===== src/rtl/msk_rx_acq_ctrl.sv =====
// MSK receive acquisition/tracking sequencer: settle -> coarse CFO -> lock verify -> track.
// Every output is registered and changes one cycle after its trigger. There is no backpressure: all strobes are consumed when they arrive.
module msk_rx_acq_ctrl #(
  parameter int WERR           = 18,
  parameter int FW             = 24,
  parameter int CW             = 16,
  parameter int SETTLE_SYMS    = 64,
  parameter int CFO_TIMEOUT    = 1024,
  parameter int VERIFY_TIMEOUT = 2048,
  parameter int LOCK_THR       = 2048,
  parameter int LOCK_CNT       = 32,
  parameter int UNLOCK_CNT     = 16
) (
  input  logic                   clk,
  input  logic                   rst,
  input  logic                   start_i,
  input  logic                   abort_i,
  input  logic                   sym_val_i,
  input  logic signed [WERR-1:0] ek_i,
  input  logic                   ek_val_i,
  input  logic                   cfo_done_i,
  input  logic [FW-1:0]          cfo_word_i,
  output logic                   cfo_en_o,
  output logic                   lf_hold_o,
  output logic [FW-1:0]          cfo_word_o,
  output logic                   cfo_word_val_o,
  output logic                   lock_o,
  output logic                   data_en_o,
  output logic                   acq_fail_o,
  output logic                   lock_lost_o,
  output logic [2:0]             state_o
);

  typedef enum logic [2:0] {
    S_IDLE   = 3'd0,
    S_SETTLE = 3'd1,
    S_CFO    = 3'd2,
    S_VERIFY = 3'd3,
    S_TRACK  = 3'd4,
    S_FAIL   = 3'd5
  } state_t;

  // Counters are compared against "limit - 1" because the hit is detected on
  // the strobe that would make the count equal the limit.
  localparam logic [CW-1:0] SETTLE_LAST = CW'(SETTLE_SYMS - 1);
  localparam logic [CW-1:0] CFO_LAST    = CW'(CFO_TIMEOUT - 1);
  localparam logic [CW-1:0] VERIFY_LAST = CW'(VERIFY_TIMEOUT - 1);
  localparam logic [CW-1:0] LOCK_LAST   = CW'(LOCK_CNT - 1);
  localparam logic [CW-1:0] LOCK_SAT    = CW'(LOCK_CNT);
  localparam logic [CW-1:0] UNLOCK_LAST = CW'(UNLOCK_CNT - 1);
  localparam logic [31:0]   THR         = 32'(LOCK_THR);
  localparam logic [WERR-1:0] EK_MIN    = {1'b1, {(WERR-1){1'b0}}};
  localparam logic [WERR-1:0] MAG_MAX   = {1'b0, {(WERR-1){1'b1}}};

  state_t          state;
  logic [CW-1:0]   sym_cnt;
  logic [CW-1:0]   good_cnt;
  logic [CW-1:0]   bad_cnt;
  logic [WERR-1:0] ek_mag;
  logic            ek_good;
  logic            settle_hit;
  logic            cfo_timeout;
  logic            verify_timeout;
  logic            lock_hit;
  logic            unlock_hit;

  // The most-negative error has no positive twin; saturate so it reads as bad.
  always_comb begin
    ek_mag = ek_i[WERR-1] ? WERR'(-ek_i) : WERR'(ek_i);
    if (ek_i == EK_MIN) begin
      ek_mag = MAG_MAX;
    end
  end

  assign ek_good        = ({{(32-WERR){1'b0}}, ek_mag} < THR);
  assign settle_hit     = sym_val_i && (sym_cnt == SETTLE_LAST);
  assign cfo_timeout    = sym_val_i && (sym_cnt == CFO_LAST);
  assign verify_timeout = sym_val_i && (sym_cnt == VERIFY_LAST);
  assign lock_hit       = ek_val_i && ek_good && (good_cnt == LOCK_LAST);
  assign unlock_hit     = ek_val_i && !ek_good && (bad_cnt == UNLOCK_LAST);
  assign state_o        = state;

  always_ff @(posedge clk) begin
    if (rst) begin
      state          <= S_IDLE;
      sym_cnt        <= '0;
      good_cnt       <= '0;
      bad_cnt        <= '0;
      cfo_en_o       <= 1'b0;
      lf_hold_o      <= 1'b0;
      cfo_word_o     <= '0;
      cfo_word_val_o <= 1'b0;
      lock_o         <= 1'b0;
      data_en_o      <= 1'b0;
      acq_fail_o     <= 1'b0;
      lock_lost_o    <= 1'b0;
    end else begin
      cfo_word_val_o <= 1'b0;
      acq_fail_o     <= 1'b0;
      lock_lost_o    <= 1'b0;

      if (abort_i) begin
        // cfo_word_o deliberately survives an abort.
        state     <= S_IDLE;
        sym_cnt   <= '0;
        good_cnt  <= '0;
        bad_cnt   <= '0;
        cfo_en_o  <= 1'b0;
        lf_hold_o <= 1'b0;
        lock_o    <= 1'b0;
        data_en_o <= 1'b0;
      end else begin
        case (state)
          S_IDLE: begin
            sym_cnt  <= '0;
            good_cnt <= '0;
            bad_cnt  <= '0;
            if (start_i) begin
              state <= S_SETTLE;
            end
          end

          S_SETTLE: begin
            if (settle_hit) begin
              state     <= S_CFO;
              sym_cnt   <= '0;
              cfo_en_o  <= 1'b1;
              lf_hold_o <= 1'b1;
            end else if (sym_val_i) begin
              sym_cnt <= sym_cnt + 1'b1;
            end
          end

          S_CFO: begin
            if (cfo_done_i) begin
              state          <= S_VERIFY;
              sym_cnt        <= '0;
              good_cnt       <= '0;
              cfo_word_o     <= cfo_word_i;
              cfo_word_val_o <= 1'b1;
              cfo_en_o       <= 1'b0;
              lf_hold_o      <= 1'b0;
            end else if (cfo_timeout) begin
              state      <= S_FAIL;
              sym_cnt    <= '0;
              acq_fail_o <= 1'b1;
              cfo_en_o   <= 1'b0;
              lf_hold_o  <= 1'b0;
            end else if (sym_val_i) begin
              sym_cnt <= sym_cnt + 1'b1;
            end
          end

          S_VERIFY: begin
            if (lock_hit) begin
              state     <= S_TRACK;
              sym_cnt   <= '0;
              good_cnt  <= '0;
              bad_cnt   <= '0;
              lock_o    <= 1'b1;
              data_en_o <= 1'b1;
            end else if (verify_timeout) begin
              state      <= S_FAIL;
              sym_cnt    <= '0;
              good_cnt   <= '0;
              acq_fail_o <= 1'b1;
            end else begin
              if (sym_val_i) begin
                sym_cnt <= sym_cnt + 1'b1;
              end
              if (ek_val_i) begin
                if (!ek_good) begin
                  good_cnt <= '0;
                end else if (good_cnt != LOCK_SAT) begin
                  good_cnt <= good_cnt + 1'b1;
                end
              end
            end
          end

          S_TRACK: begin
            if (unlock_hit) begin
              state       <= S_SETTLE;
              sym_cnt     <= '0;
              bad_cnt     <= '0;
              lock_lost_o <= 1'b1;
              lock_o      <= 1'b0;
              data_en_o   <= 1'b0;
            end else if (ek_val_i) begin
              bad_cnt <= ek_good ? '0 : bad_cnt + 1'b1;
            end
          end

          S_FAIL: begin
            state    <= S_IDLE;
            sym_cnt  <= '0;
            good_cnt <= '0;
            bad_cnt  <= '0;
          end

          default: begin
            // Encodings 6-7 cannot be entered; fall back to a clean IDLE.
            state     <= S_IDLE;
            sym_cnt   <= '0;
            good_cnt  <= '0;
            bad_cnt   <= '0;
            cfo_en_o  <= 1'b0;
            lf_hold_o <= 1'b0;
            lock_o    <= 1'b0;
            data_en_o <= 1'b0;
          end
        endcase
      end
    end
  end

endmodule

===== config.mk =====
export PLATFORM = sky130hd
export DESIGN_NAME = msk_rx_acq_ctrl
export DESIGN_NICKNAME = d
export VERILOG_FILES = /design/src/rtl/msk_rx_acq_ctrl.sv
export SDC_FILE = /design/constraint.sdc
export NUM_CORES = 1
export LEC_CHECK = 0
export ABC_AREA = 1
export CAP_MARGIN = 20
export CORE_AREA = 8 8 106 108
export CTS_CLUSTER_SIZE = 40
export DETAILED_ROUTE_END_ITERATION = 6
export DIE_AREA = 0 0 114 116
export MAX_ROUTING_LAYER = met4
export PLACE_DENSITY_LB_ADDON = 0.25
export SETUP_SLACK_MARGIN = 0.1
export SYNTH_ARGS = -nofsm -noshare
export SYNTH_HDL_FRONTEND = slang
export SYNTH_SLANG_ARGS = --single-unit

===== constraint.sdc =====
create_clock -name clk -period 2.04 [get_ports clk]
set_input_delay 0.306 -clock clk [delete_from_list [all_inputs] [get_ports clk]]
set_output_delay 0.306 -clock clk [all_outputs]
set_load 0.05 [all_outputs]

Yosys cells after proc, flatten, opt, wreduce, memory -nomap -nowiden
Cells that the tools add are included.
{"block": "word_totals", "register_bits": 80, "input_bits": 49, "output_inout_bits": 34, "wordCells": 110}
{"block": "op_classes", "n_addsub": 4, "n_lt_le_gt_ge": 1, "eq_ne": 22, "mux": 44, "n_bitwise": 7, "n_reduce_logical": 22}
{"cell": "2-to-1 mux 16 bit", "count": 17}
{"cell": "case mux 16 bit (3 select lines)", "count": 2}
{"cell": "case mux 16 bit (4 select lines)", "count": 1}
{"cell": "adder 16 x 1 -> 16 bit, second input constant", "count": 3}
{"cell": "2-to-1 mux 18 bit", "count": 2}
{"cell": "2-to-1 mux 3 bit", "count": 7}
{"cell": "equality test 18 bit, second input constant", "count": 1}
{"cell": "less-than comparator 18 x 12 -> 1 bit, second input constant", "count": 1}
{"cell": "negator 18 bit", "count": 1}
{"cell": "equality test 16 x 10 -> 1 bit, second input constant", "count": 1}
{"cell": "equality test 16 x 11 -> 1 bit, second input constant", "count": 1}
{"cell": "equality test 16 x 4 -> 1 bit, second input constant", "count": 1}
{"cell": "equality test 16 x 5 -> 1 bit, second input constant", "count": 1}
{"cell": "equality test 16 x 6 -> 1 bit, second input constant", "count": 1}
{"cell": "inequality test 16 x 6 -> 1 bit, second input constant", "count": 1}
{"cell": "case mux 3 bit (5 select lines)", "count": 1}
{"cell": "AND reduction 3 bit", "count": 4}
{"cell": "2-to-1 mux 1 bit", "count": 11}
{"cell": "inequality test 2 bit, second input constant", "count": 5}
{"cell": "inequality test 3 bit, second input constant", "count": 3}
{"cell": "OR reduction 4 bit", "count": 2}
{"cell": "logical AND 1 bit", "count": 7}
{"cell": "inverter 1 bit", "count": 7}
{"cell": "equality test 3 x 2 -> 1 bit, second input constant", "count": 2}
{"cell": "other kinds (12)", "count": 17}

Longest topological paths before layout
{"block": "depth", "ltp_word": 9, "ltp_mapped": 17, "ltp_nobuf": 17}

Worst setup path before layout
OpenSTA, ideal clock, no wires.
{"block": "synth_path", "kind": "register to register", "from": "register state[2], in the netlist state_o[2]", "to": "register good_cnt[13]", "setup_ps": 64, "arrival_ps": 2186, "required_ps": 1976, "path_slack_ps": -209, "stages_incl_launch_ff": 10, "path_buffers": 2, "synth_period_minus_slack_ps": 2249, "path_cell_list": "dfxtp_1 buf_2 nor3_2 inv_1 nor2_1 nor3_1 a21boi_4 buf_6 nor2_2 nor2_1"}
{"block": "synth_via", "elab_chain_len": 4, "word_cells_on_any_way": 11, "classes_between": "eq/ne (7); mux (1); bitwise (1); reduce/logical (2)"}
{"element": "from (decl)", "line": "55", "text": "state_t state;"}
{"element": "from (signal assigned)", "line": "85", "text": "state <= S_IDLE;"}
{"element": "from (signal assigned)", "line": "104", "text": "state <= S_IDLE;"}
{"element": "from (signal assigned)", "line": "119", "text": "state <= S_SETTLE;"}
{"element": "branches (longest 4 deep; another with inequality test 5 bit)"}
{"element": "to (signal assigned)", "line": "175", "text": "good_cnt <= good_cnt + 1'b1;"}
{"element": "to (decl)", "line": "57", "text": "logic [CW-1:0] good_cnt;"}
Several ways; the timed one is not identified.
A chain may end at the register's enable or synchronous reset.

Worst setup path in the final report
{"block": "layout_path", "from": "register sym_cnt[0]", "to": "register good_cnt[7]"}
{"block": "layout_via", "elab_chain_len": 5, "word_cells_on_any_way": 8, "classes_between": "eq/ne (3); mux (3); reduce/logical (2)"}
{"element": "from (decl)", "line": "56", "text": "logic [CW-1:0] sym_cnt;"}
{"element": "from (signal assigned)", "line": "130", "text": "sym_cnt <= sym_cnt + 1'b1;"}
{"element": "from (signal assigned)", "line": "150", "text": "sym_cnt <= sym_cnt + 1'b1;"}
{"element": "from (signal assigned)", "line": "169", "text": "sym_cnt <= sym_cnt + 1'b1;"}
{"element": "equality test 16 x 11 -> 1 bit (*)", "line": "78", "text": "assign verify_timeout = sym_val_i && (sym_cnt == VERIFY_LAST);"}
{"element": "logical AND 1 bit (*)", "line": "78"}
{"element": "2-to-1 mux 16 bit", "line": "162", "text": "end else if (verify_timeout) begin"}
{"element": "2-to-1 mux 16 bit", "line": "155", "text": "if (lock_hit) begin"}
{"element": "case mux 16 bit (3 select lines)", "line": "113", "text": "case (state)"}
Mark *: on every way between the ends. The rest lies on a longest branch, timed or not.

==> implementation parameters <==
Parameter                              Value

Pwr
  NetSw ... 1.400 mW
  Final total power ... between 4 and 5 mW
  Fraction of power consumed by combinational cells ... a little under a third
  Power Density ... approximately 560 nW/um^2
  Leak ... around 3.0 nW
  Sequential group share of total power ... roughly two fifths
  Peak VDD IR ... 0.0003415 V
  Share of total power in the clock network ... between 20% and 30%
  Internal ... ~2.7 mW
  Switching fraction of total power ... between 30% and 40%

Layout
  Area of combinational cells with multiple inputs ... approximately 3200 sq um
  Filler cell count in the final layout ... between 600 and 700
  Area Overhead vs Synth ... 53.61%
  Fraction of layout cells with a size suffix above 1 ... 30.50%
  Finished layout cell area ... 7209 sq um
  Final Core Density ... 75.50%
  Antenna diode count ... 0
  Net count reported at finish ... approximately 950
  FF+latch area ... 1632 sq um

Clock network
  Maximum count of clock buffers along a single path ... 2
  Root Driver ... sky130_fd_sc_hd__clkbuf_8
  Number of clock sinks seen by CTS ... 80
  Clock latency at the later pin of the worst-skew pair ... about 0.36 ns
  Number of buffers added to fix hold violations after cts ... 0
  TritonCTS clock tree ... done
  Number of levels in the clock H-tree ... 3
  Clock buffers created by TritonCTS ... 9
  Clock transition at the registers of the reported paths ... around 0.09 ns

Routing
  Via count ... 5475
  Remaining design rule violation count ... 0
  Drt pass-1 iters ... 5
  Violation count after the first detailed-routing iteration ... ~560
  Avg Vias per Cell ... 5.275
  Detailed-route wire length per cell ... 15.36 um
  Total detailed-routing wirelength ... around 16000 um
  Remaining antenna violation count ... 0

Synth
  Synthesized area per cell ... 6.537 sq um
  Simple-Gate Fraction of Synth Area ... approximately 42%
  Xor-xnor portion of the synthesized cell area ... 6.158%
  Fraction of registers with async set or reset after synthesis ... 0%
  Fraction of synthesized area in multiplexers ... 0%
  Number of distinct library cells after synthesis ... 38
  Share of synthesized area occupied by flip-flops and latches ... 34.12%
  Compound-cell area share of the yosys netlist ... under 10%
  Number of instances in the synthesized netlist ... between 700 and 800
  Post-synthesis adder-cell area fraction ... under 10%
  Flip-flop and latch count after synthesis ... 80
  Synthesized Nets ... a little under 800
  EDFF count, synth ... 0
  Number of warnings reported in the yosys synthesis log ... 0
  Netlist Area Pre-Place ... ~4700 sq um
  Largest family of logic cells by synthesized area ... simple AND/OR/NAND/NOR gates
  Most used DFF post-synth ... sky130_fd_sc_hd__dfxtp_1

Floorplan
  Number of standard-cell rows in the floorplan ... 36
  Total die area ... about 13000 sq um
  Area inside the core boundary ... 9549 sq um
  Die boundary height ... around 120 um
  Width of the die ... approximately 110 um
  I/O Pins ... a little over 80
  Initial Utilization ... around 50%

Timing
  Post-route fraction of the period consumed by the critical path ... 101.3%
  Max-slew violation count ... 0
  RSZ-0062 raised after global routing ... yes
  Final setup viols ... 2
  Final Hold Violating Endpoints ... 0
  Post-route clock skew ... 0.007667 ns
  Worst setup margin ... -0.02579 ns
  Highest clock rate ... 0.4841 GHz
  Slew HR ... roughly 63%
  Time the worst path needs with I/O delays and setup ... between 2 and 2.5 ns
  Slew at the pin closest to its max-slew limit ... approximately 0.55 ns

Worst setup path
  Critical Path End Type ... flip-flop
  Cell family with most CP delay ... simple AND/OR/NAND/NOR gates
  Cells traversed along the worst timing path ... ha_4 -> nand3_4 -> nor3_4 -> nand3_2 -> buf_4 -> nor2_4 -> nand3_4 -> inv_2 -> nor2_4 -> a21boi_4 -> clkbuf_16 -> nor2_1 -> nor2_1
  Count of buffer and inverter cells on the critical path ... 3
  Worst EP required ... between 2 and 2.5 ns
  Crit path DAT ... between 2 and 2.5 ns
  Maximum single-stage delay on the critical path ... about 0.36 ns
  Slowest-stage cell, CP ... sky130_fd_sc_hd__dfxtp_2
  Kind of critical path ... reg2reg
  Category of the worst setup path launch point ... flip-flop
  Crit path max fanout ... 7

Run
  MaxCap Viol Count ... 0

Status
  Result of the run ... complete, but fails checks
  Violations in the final reports ... negative setup slack

Global routing
  Met2 routing resource usage after global routing ... between 30 and 40%
  M1 GR Usage ... between 20% and 30%
  Maximum number of pins on one net before global-route repair ... 26
  Met3 track utilization from global routing ... 4.117%
  Busiest layer in global routing ... met2
  Total grt overflow ... 0
  Via count of the first global-routing pass ... just over 5000
  Wire length of the first global-routing pass ... approximately 23000 um
  Global-route usage over all layers ... between 20 and 25%
  Initial antenna violation count ... 0

Worst hold path
  Path type of the worst min-delay path ... reg2reg

Placement
  Count of input and output buffers ... 82
  Weighted congestion reported at the end of routability-driven placement ... about 0.9
  Placed wire-length estimate after detailed placement ... between 9000 and 10000 um
  DP Area ... between 6000 and 7000 sq um
==> Yosys cell counts, types with 4 or more instances <==
library cell	instances	share of area, %
sky130_fd_sc_hd__nand2_1	182	15
sky130_fd_sc_hd__nor2_1	114	9.1
sky130_fd_sc_hd__dfxtp_1	80	34
sky130_fd_sc_hd__nand3_1	70	7.5
sky130_fd_sc_hd__inv_1	65	5.2
sky130_fd_sc_hd__a21oi_1	37	3.9
sky130_fd_sc_hd__xor2_1	27	5.0
sky130_fd_sc_hd__o21ai_0	18	1.9
sky130_fd_sc_hd__clkbuf_1	14	1.1
sky130_fd_sc_hd__nand4_1	13	1.7
sky130_fd_sc_hd__nor3_1	13	1.4
sky130_fd_sc_hd__nand2_2	11	1.5
sky130_fd_sc_hd__nor2_2	11	1.5
sky130_fd_sc_hd__nand2_4	6	1.4
sky130_fd_sc_hd__nor4_1	6	0.80
sky130_fd_sc_hd__xnor2_1	6	1.1
sky130_fd_sc_hd__inv_2	5	0.40
sky130_fd_sc_hd__buf_2	4	0.43
sky130_fd_sc_hd__buf_4	4	0.64
sky130_fd_sc_hd__ha_1	4	1.1
sky130_fd_sc_hd__nand3b_1	4	0.64
sky130_fd_sc_hd__o21ai_1	4	0.43
==> what timing repair did <==
action / 4_1_cts / 5_1_grt
endpoints found under the hold margin: 0 / 0
buffers inserted: 19 / 17
cloned: 3 / 1
setup endpoints to repair: 54 / 54
pin swaps: 34 / 36
gates resized for setup: 85 / 110
==> per-layer routing <==
| layer | wire length (um) | share of wire (%) |
|---|---|---|
| met2 | 8713 | 55 |
| met5 | 0 | 0 |
| met1 | 6079 | 38 |
| met4 | 409 | 2.6 |
| met3 | 746 | 4.7 |
==> metrics by stage <==
stage	std cells	hold slack (ns)	setup slack [ns]	TNS, ns
after floorplan	718	0.4535	0.1054	0
after global placement	984	0.4466	-0.4573	-18.90
after detailed placement	984	0.4551	-0.5450	-22.23
after CTS	1021	0.4700	0.04027	0
after global routing	1038	0.4908	-0.1209	-2.113
final	1038	0.4644	-0.02579	-0.03013
==> cells in the final DEF, fill, tap and decap left out, types with 14 or more instances in the layout <==
cell type and instances:
sky130_fd_sc_hd__xor2_1 25, sky130_fd_sc_hd__nand3_1 55, sky130_fd_sc_hd__inv_1 58, sky130_fd_sc_hd__o21ai_0 14
sky130_fd_sc_hd__dfxtp_1 66, sky130_fd_sc_hd__clkdlybuf4s50_1 61, sky130_fd_sc_hd__nor2_1 94, sky130_fd_sc_hd__nor2_2 20
sky130_fd_sc_hd__buf_6 14, sky130_fd_sc_hd__a21oi_1 34, sky130_fd_sc_hd__nand2_2 16, sky130_fd_sc_hd__buf_4 91
sky130_fd_sc_hd__nand2_1 169
==> logic make-up (layout without fill, tap and decap cells) <==
group	count (synthesis)	in the layout
compound gates	66	66
xor+xnor	33	33
fa+ha+maj	4	4
buf+inv	96	282
flops	80	80
simple gates	439	440
==> power groups by stage <==
stage / clock network [mW] / logic [mW] / registers (mW)
final: 1.11 / 1.28 / 1.67
after global routing: 1.19 / 1.38 / 1.68
after CTS: 1.12 / 1.13 / 1.67
after detailed placement: 0 / 1.01 / 1.70
after global placement: 0 / 0.980 / 1.70
after floorplan: 0 / 0.559 / 1.75
==> worst min-delay path: cells and delay by family (launching register included) <==
kind,cells,cell delay [ns]
flip-flops,1,0.32
AND/OR/NAND/NOR,1,0.06
AO/OA/AOI/OAI,1,0.05
==> sequential cells by signal (all words and copies together), names as in the netlist, 3 cells and up <==
register    flops
bad_cnt        16
cfo_word_o     24
good_cnt       16
state_o         3
sym_cnt        16
==> final timing paths <==
check | start | to | slack (ns) | cells after the start
max | sym_cnt[0] | good_cnt[7] | -0.03 | 13
min | cfo_word_o[17] | cfo_word_o[17] | 0.46 | 2
max reg2reg | sym_cnt[0] | good_cnt[7] | -0.03 | 13
min reg2reg | cfo_word_o[17] | cfo_word_o[17] | 0.46 | 2
==> area by class of cell <==
cell class	count	area share, %
flip-flops and latches	80	22.63
inverters	72	3.853
repair buffers	195	24.57
well taps	133	2.308
clock inverters	4	0.4165
clock buffers	11	1.961
multi-input cells	543	44.26
No activity file was read; power rests on OpenSTA's default activity.
==> patch 1: new RTL, same flow settings <==
Make the reset (`rst`) asynchronous in one clocked block.
--- a/src/rtl/msk_rx_acq_ctrl.sv
+++ b/src/rtl/msk_rx_acq_ctrl.sv
@@ -82,3 +82,3 @@
 
-  always_ff @(posedge clk) begin
+  always_ff @(posedge clk or posedge rst) begin
     if (rst) begin
Check against the original RTL: differs if rst is asserted again (counterexample within 4 cycles, from zero or initial values and one cycle with rst high); with rst held inactive, the same outputs for 10 cycles.
==> patch 1 against the original RTL <==
- the run still ends with negative setup slack left
- area after synthesis increased by 5.7%
- setup slack better by 0.0050 ns
- sequential cell count stayed put
- count of clock-buffer cells in the layout is 1 lower
- routed wire length up 4.2%
- sequential share of layout area is 4.3 points higher
- design area grew 3.4%
Power is not compared: it rests on default switching activity, and its combinational part moved more than twofold at a synthesized area within 25%.
==> patch 1: results (changes against the original RTL) <==
- Outcome: finished, violations left (unchanged).
- Violations in the final reports: negative setup slack (unchanged).
- Largest net degree at the start of global routing: 81 (was 26)
- Clock buffer count from CTS: 9 (unchanged)
* Top register by number of flip-flops: cfo_word_o (unchanged)
- Total negative slack for setup checks: -0.06832 ns (was -0.03013 ns)
- The part of the Yosys area used for sequential elements is 0.4034 (was 0.3412).
- Net count after synthesis: 755 (was 771)
- The post-detailed-placement half-perimeter wirelength was 9.916 mm (was 9.727 mm).
- Wire length of the first global-routing pass: 23.94 mm (was 23.49 mm)
- List of most frequent post-synthesis cells: sky130_fd_sc_hd__nand2_1, sky130_fd_sc_hd__nor2_1, sky130_fd_sc_hd__dfrtp_1, sky130_fd_sc_hd__inv_1, sky130_fd_sc_hd__nand3_1 (was sky130_fd_sc_hd__nand2_1, sky130_fd_sc_hd__nor2_1, sky130_fd_sc_hd__dfxtp_1, sky130_fd_sc_hd__nand3_1, sky130_fd_sc_hd__inv_1)
- Delay of the slowest critical-path stage: 0.43 ns (was 0.36 ns)
- CTS Root Buffer Type: sky130_fd_sc_hd__clkbuf_8 (unchanged)
* Number of DRC markers in iteration 0: 578 (was 564)
- Routability-driven placement congestion ratio: 0.9659 (was 0.9190)
- Dominant delay contributor by cell family on the critical path: simple AND/OR/NAND/NOR gates (unchanged)
- Inserted Diodes: 0 (unchanged)
- The relative max-transition margin was 0.6258 (was 0.6326).
- The H-tree depth was 3 (unchanged).
- Final worst slack: -0.02082 ns (was -0.02579 ns)
- Fraction of registers with async set/reset: 1.000 (was 0)
- Top FF cell, synth: sky130_fd_sc_hd__dfrtp_1 (was sky130_fd_sc_hd__dfxtp_1)
- Max IR drop VDD: 1.063 mV
- The number of different library cells in the post-synthesis netlist came to 37 (was 38).
* Maximum fanout count along the critical path: 7 (unchanged)
* Final Skew: 0.01148 ns (was 0.007667 ns)
* Input/output buffers: 82 (unchanged)
* GRT Total Usage: 0.2281 (was 0.2230)
* Most area-consuming cells after synthesis: sky130_fd_sc_hd__dfrtp_1, sky130_fd_sc_hd__nand2_1, sky130_fd_sc_hd__nor2_1 (was sky130_fd_sc_hd__dfxtp_1, sky130_fd_sc_hd__nand2_1, sky130_fd_sc_hd__nor2_1)
- Cell internal power dissipation: 3455 µW
* Library cell contributing the largest single delay on the critical path: sky130_fd_sc_hd__dfrtp_2 (was sky130_fd_sc_hd__dfxtp_2)
- Final setup violation count: 7 (was 2)
* Total number of vias: 5528 (was 5475)
* Routed Wire Length: 16.61 mm (was 15.95 mm)
- The via count of the first global-routing pass was 5261 (was 5188).
- The number of nets in the layout was 918 (was 954).
* Hold Path Class: in -> async (was reg -> reg)
* Proportion of layout cells with a drive suffix above 1: 0.2897 (was 0.3050)
- GRT Residual Overflow: 0 (unchanged)
* Router iterations before antenna repair: 7 (was 5)
-- patch 1: power groups by stage --
stage               Sequential (µW)  Clock (µW)  Combinational (µW)
floorplan                      2890           0                 714
global placement               2030           0                2520
detailed placement             2040           0                2570
CTS                            2010        1260                2630
global route                   2050        1350                3100
finish                         2020        1260                2940
-- patch 1: per-layer routing --
metal  track usage  vias to the layer above  part of all wire
li1              -                     2574                 -
met1        0.2629                     2608              0.39
met2        0.3691                      290              0.48
met3       0.06931                       56             0.097
met4       0.08429                        0             0.032
met5             -                        -                 0
-- patch 1: layout make-up --
class | count | area (µm²)
inverters | 64 | 259.0
multi-input cells | 533 | 3147
fillers | 644 | 2093
clock buffers | 10 | 137.6
repair buffers | 177 | 1670
clock inverters | 6 | 68.82
well taps | 133 | 166.4
flip-flops and latches | 80 | 2007
-- patch 1: final timing paths --
check,from,end,slack [ns],depth (start not counted)
worst min-delay path,rst,sym_cnt[9]$_DFFE_PP0P_,0.38,3
worst max register to register,bad_cnt[9]$_DFFE_PP0P_,bad_cnt[6]$_DFFE_PP0P_,-0.02,11
max in group asynchronous,rst,bad_cnt[9]$_DFFE_PP0P_,1.29,3
min in group clk,cfo_word_i[2],cfo_word_o[2]$_DFFE_PP0P_,0.46,3
worst min register to register,cfo_word_o[7]$_DFFE_PP0P_,cfo_word_o[7]$_DFFE_PP0P_,0.48,2
worst max-delay path,bad_cnt[9]$_DFFE_PP0P_,bad_cnt[6]$_DFFE_PP0P_,-0.02,11
-- patch 1: per-stage QoR --
stage	worst slack, ns	std cells	utilization	hold WS [ns]	cell area [µm²]
3_5_place_dp	-0.4725	962	0.6728	0.4650	6425
3_3_place_gp	-0.4038	962	0.6728	0.4616	6425
6_report	-0.02082	1003	0.7808	0.3836	7456
2_1_floorplan	0.1102	702	-	0.4156	4975
4_1_cts	0.03031	986	0.7112	0.4210	6792
5_1_grt	-0.1836	1003	0.7808	0.4431	7456
-- patch 1: repair_timing --
| item | in CTS | in global routing |
|---|---|---|
| gates cloned | 1 | 4 |
| gates resized for setup | 49 | 148 |
| setup buffers | 7 | 13 |
| setup endpoints to repair | 56 | 54 |
| pin swaps | 26 | 43 |
-- patch 1: cell families after synthesis --
family,Yosys count,synth area share
simple gates,453,0.4029
buf+inv,90,0.07615
flops,80,0.4034
compound gates,38,0.04211
xor+xnor,37,0.06530
fa+ha+maj,4,0.01009
==> patch 2: new RTL, same flow settings <==
Made on the original files. `WERR`: 18 -> 9.
--- a/src/rtl/msk_rx_acq_ctrl.sv
+++ b/src/rtl/msk_rx_acq_ctrl.sv
@@ -3,3 +3,3 @@
 module msk_rx_acq_ctrl #(
-  parameter int WERR           = 18,
+  parameter int WERR           = 9,
   parameter int FW             = 24,
Ports: changed (resized ek_i); port bits go from 83 to 74. The function was not compared with the original's and may differ.
==> patch 2 against the original RTL <==
- setup slack improved by 0.19 ns
- first-iteration DRC count fell by 76%
- register-to-register slack improved by 0.30 ns
- area after synthesis is 23% lower
- sequential cell count down 17
- routed wire length fell by 41%
- critical endpoint is now state_o[2]
- die area unchanged
- clock skew rose by 0.0061 ns
- design area is 36% lower
Power is not compared: it rests on default switching activity, and its combinational part moved more than twofold at a synthesized area within 25%.
==> patch 2: results (changes against the original RTL) <==
- Delay of the slowest critical-path stage: 0.84 ns (was 0.36 ns)
* Maximum fanout count along the critical path: 5 (was 7)
- Sum of met2 wire segment lengths after detailed routing: 4.654 mm (was 8.713 mm)
- Post-Place Worst Slack: -0.06869 ns (was -0.5450 ns)
- The clock insertion delay at the later pin of the skew report is 0.34 ns (was 0.36 ns).
* Area share of the largest cell type after synthesis: 0.3489 (was 0.3412)
* Library cell contributing the largest single delay on the critical path: sky130_fd_sc_hd__clkdlybuf4s50_1 (was sky130_fd_sc_hd__dfxtp_2)
* Average vias per placed instance: 4.712 (was 5.275)
- The final RePlAce weighted congestion was 0.8528 (was 0.9190).
* Routed Wire Length: 9.342 mm (was 15.95 mm)
- Number of DRC markers in iteration 0: 133 (was 564)
- Outcome: finished, final reports clean (was finished, violations left)
- WL met3: 309 µm (was 746 µm)
- The count of vias placed by the detailed router is 3562 (was 5475).
* Final Net Count: 662 (was 954)
* Unique masters post-synth: 32 (was 38)
- The pin count of the biggest net entering global routing is 32 (was 26).
- Router iterations before antenna repair: 4 (was 5)
- The wire length of the first global-routing pass came to 15.38 mm (was 23.49 mm).
- The synthesized area per cell came to 6.596 µm² (was 6.537 µm²).
* Clock-pin slew on the worst setup and hold paths: 0.06 ns (was 0.09 ns)
* Most area-consuming cells after synthesis: sky130_fd_sc_hd__dfxtp_1, sky130_fd_sc_hd__nand2_1, sky130_fd_sc_hd__a21oi_1 (was sky130_fd_sc_hd__dfxtp_1, sky130_fd_sc_hd__nand2_1, sky130_fd_sc_hd__nor2_1)
* Sequential element share of the synthesized area: 0.3489 (was 0.3412)
* Worst Path Arrival: 1.57 ns (was 2.36 ns)
- GRT Total Usage: 0.1457 (was 0.2230)
- The critical path's top delay family was buffers and inverters (was simple AND/OR/NAND/NOR gates).
- The fraction of layout cells with a size suffix above 1 was 0.1284 (was 0.3050).
patch 2: final cells by class:
| class | instances | area [µm²] | share of cell area |
|---|---|---|---|
| multi-input combinational | 411 | 2036 | 0.4384 |
| tap | 133 | 166.4 | 0.03584 |
| timing repair buffer | 85 | 809.5 | 0.1743 |
| inverter | 49 | 183.9 | 0.03961 |
| sequential | 63 | 1265 | 0.2724 |
| clock buffer | 12 | 165.2 | 0.03557 |
| clock inverter | 3 | 17.52 | 0.003773 |
patch 2: cell families after synthesis:
family,share of synthesized area
DFF,0.3489
xor gates and xnor gates,0.03877
other,0.001037
muxes,0.003115
adders and majority gates,0.01039
buffers and inverters,0.09138
and+or+nand+nor,0.4119
AOI/OAI and AO/OA,0.09450
patch 2: path summary, 6_finish.rpt:
check,start,to,slack [ns],cells after the start
worst min register to register,cfo_word_o[13]$_SDFFE_PP0P_,cfo_word_o[13]$_SDFFE_PP0P_,0.46,2
worst max register to register,good_cnt[0]$_SDFFE_PP0P_,good_cnt[7]$_SDFFE_PP0P_,0.27,12
worst max-delay path,state_o[2]$_SDFFE_PP0P_,state_o[2],0.16,1
worst min-delay path,cfo_word_o[13]$_SDFFE_PP0P_,cfo_word_o[13]$_SDFFE_PP0P_,0.46,2
patch 2: routing by layer:
| metal | track usage | vias up |
|---|---|---|
| met1 | 0.1662 | 1617 |
| met5 | - | - |
| met3 | 0.02501 | 10 |
| met2 | 0.2512 | 59 |
| met4 | 0.05413 | 0 |
| li1 | - | 1876 |
patch 2: what timing repair did:
| item | in CTS | in global routing |
|---|---|---|
| setup buffers | 0 | 0 |
| hold endpoints to repair | 0 | 0 |
| gates resized for setup | 1 | 6 |
| setup endpoints to repair | 1 | 35 |
patch 2: report_power, final:
group | internal (µW) | switching [µW]
sequential | 1240 | 7.15
combinational | 99.4 | 122
clock | 530 | 479
total | 1870 | 607
patch 2: through the flow:
stage | utilization | hold slack, ns | instance area [µm²]
6_report | 0.4862 | 0.4603 | 4643
5_1_grt | 0.4862 | 0.4807 | 4643
4_1_cts | 0.4843 | 0.4616 | 4624
3_5_place_dp | 0.4653 | 0.4512 | 4443
3_3_place_gp | 0.4653 | 0.4480 | 4443
2_1_floorplan | - | 0.4534 | 3615
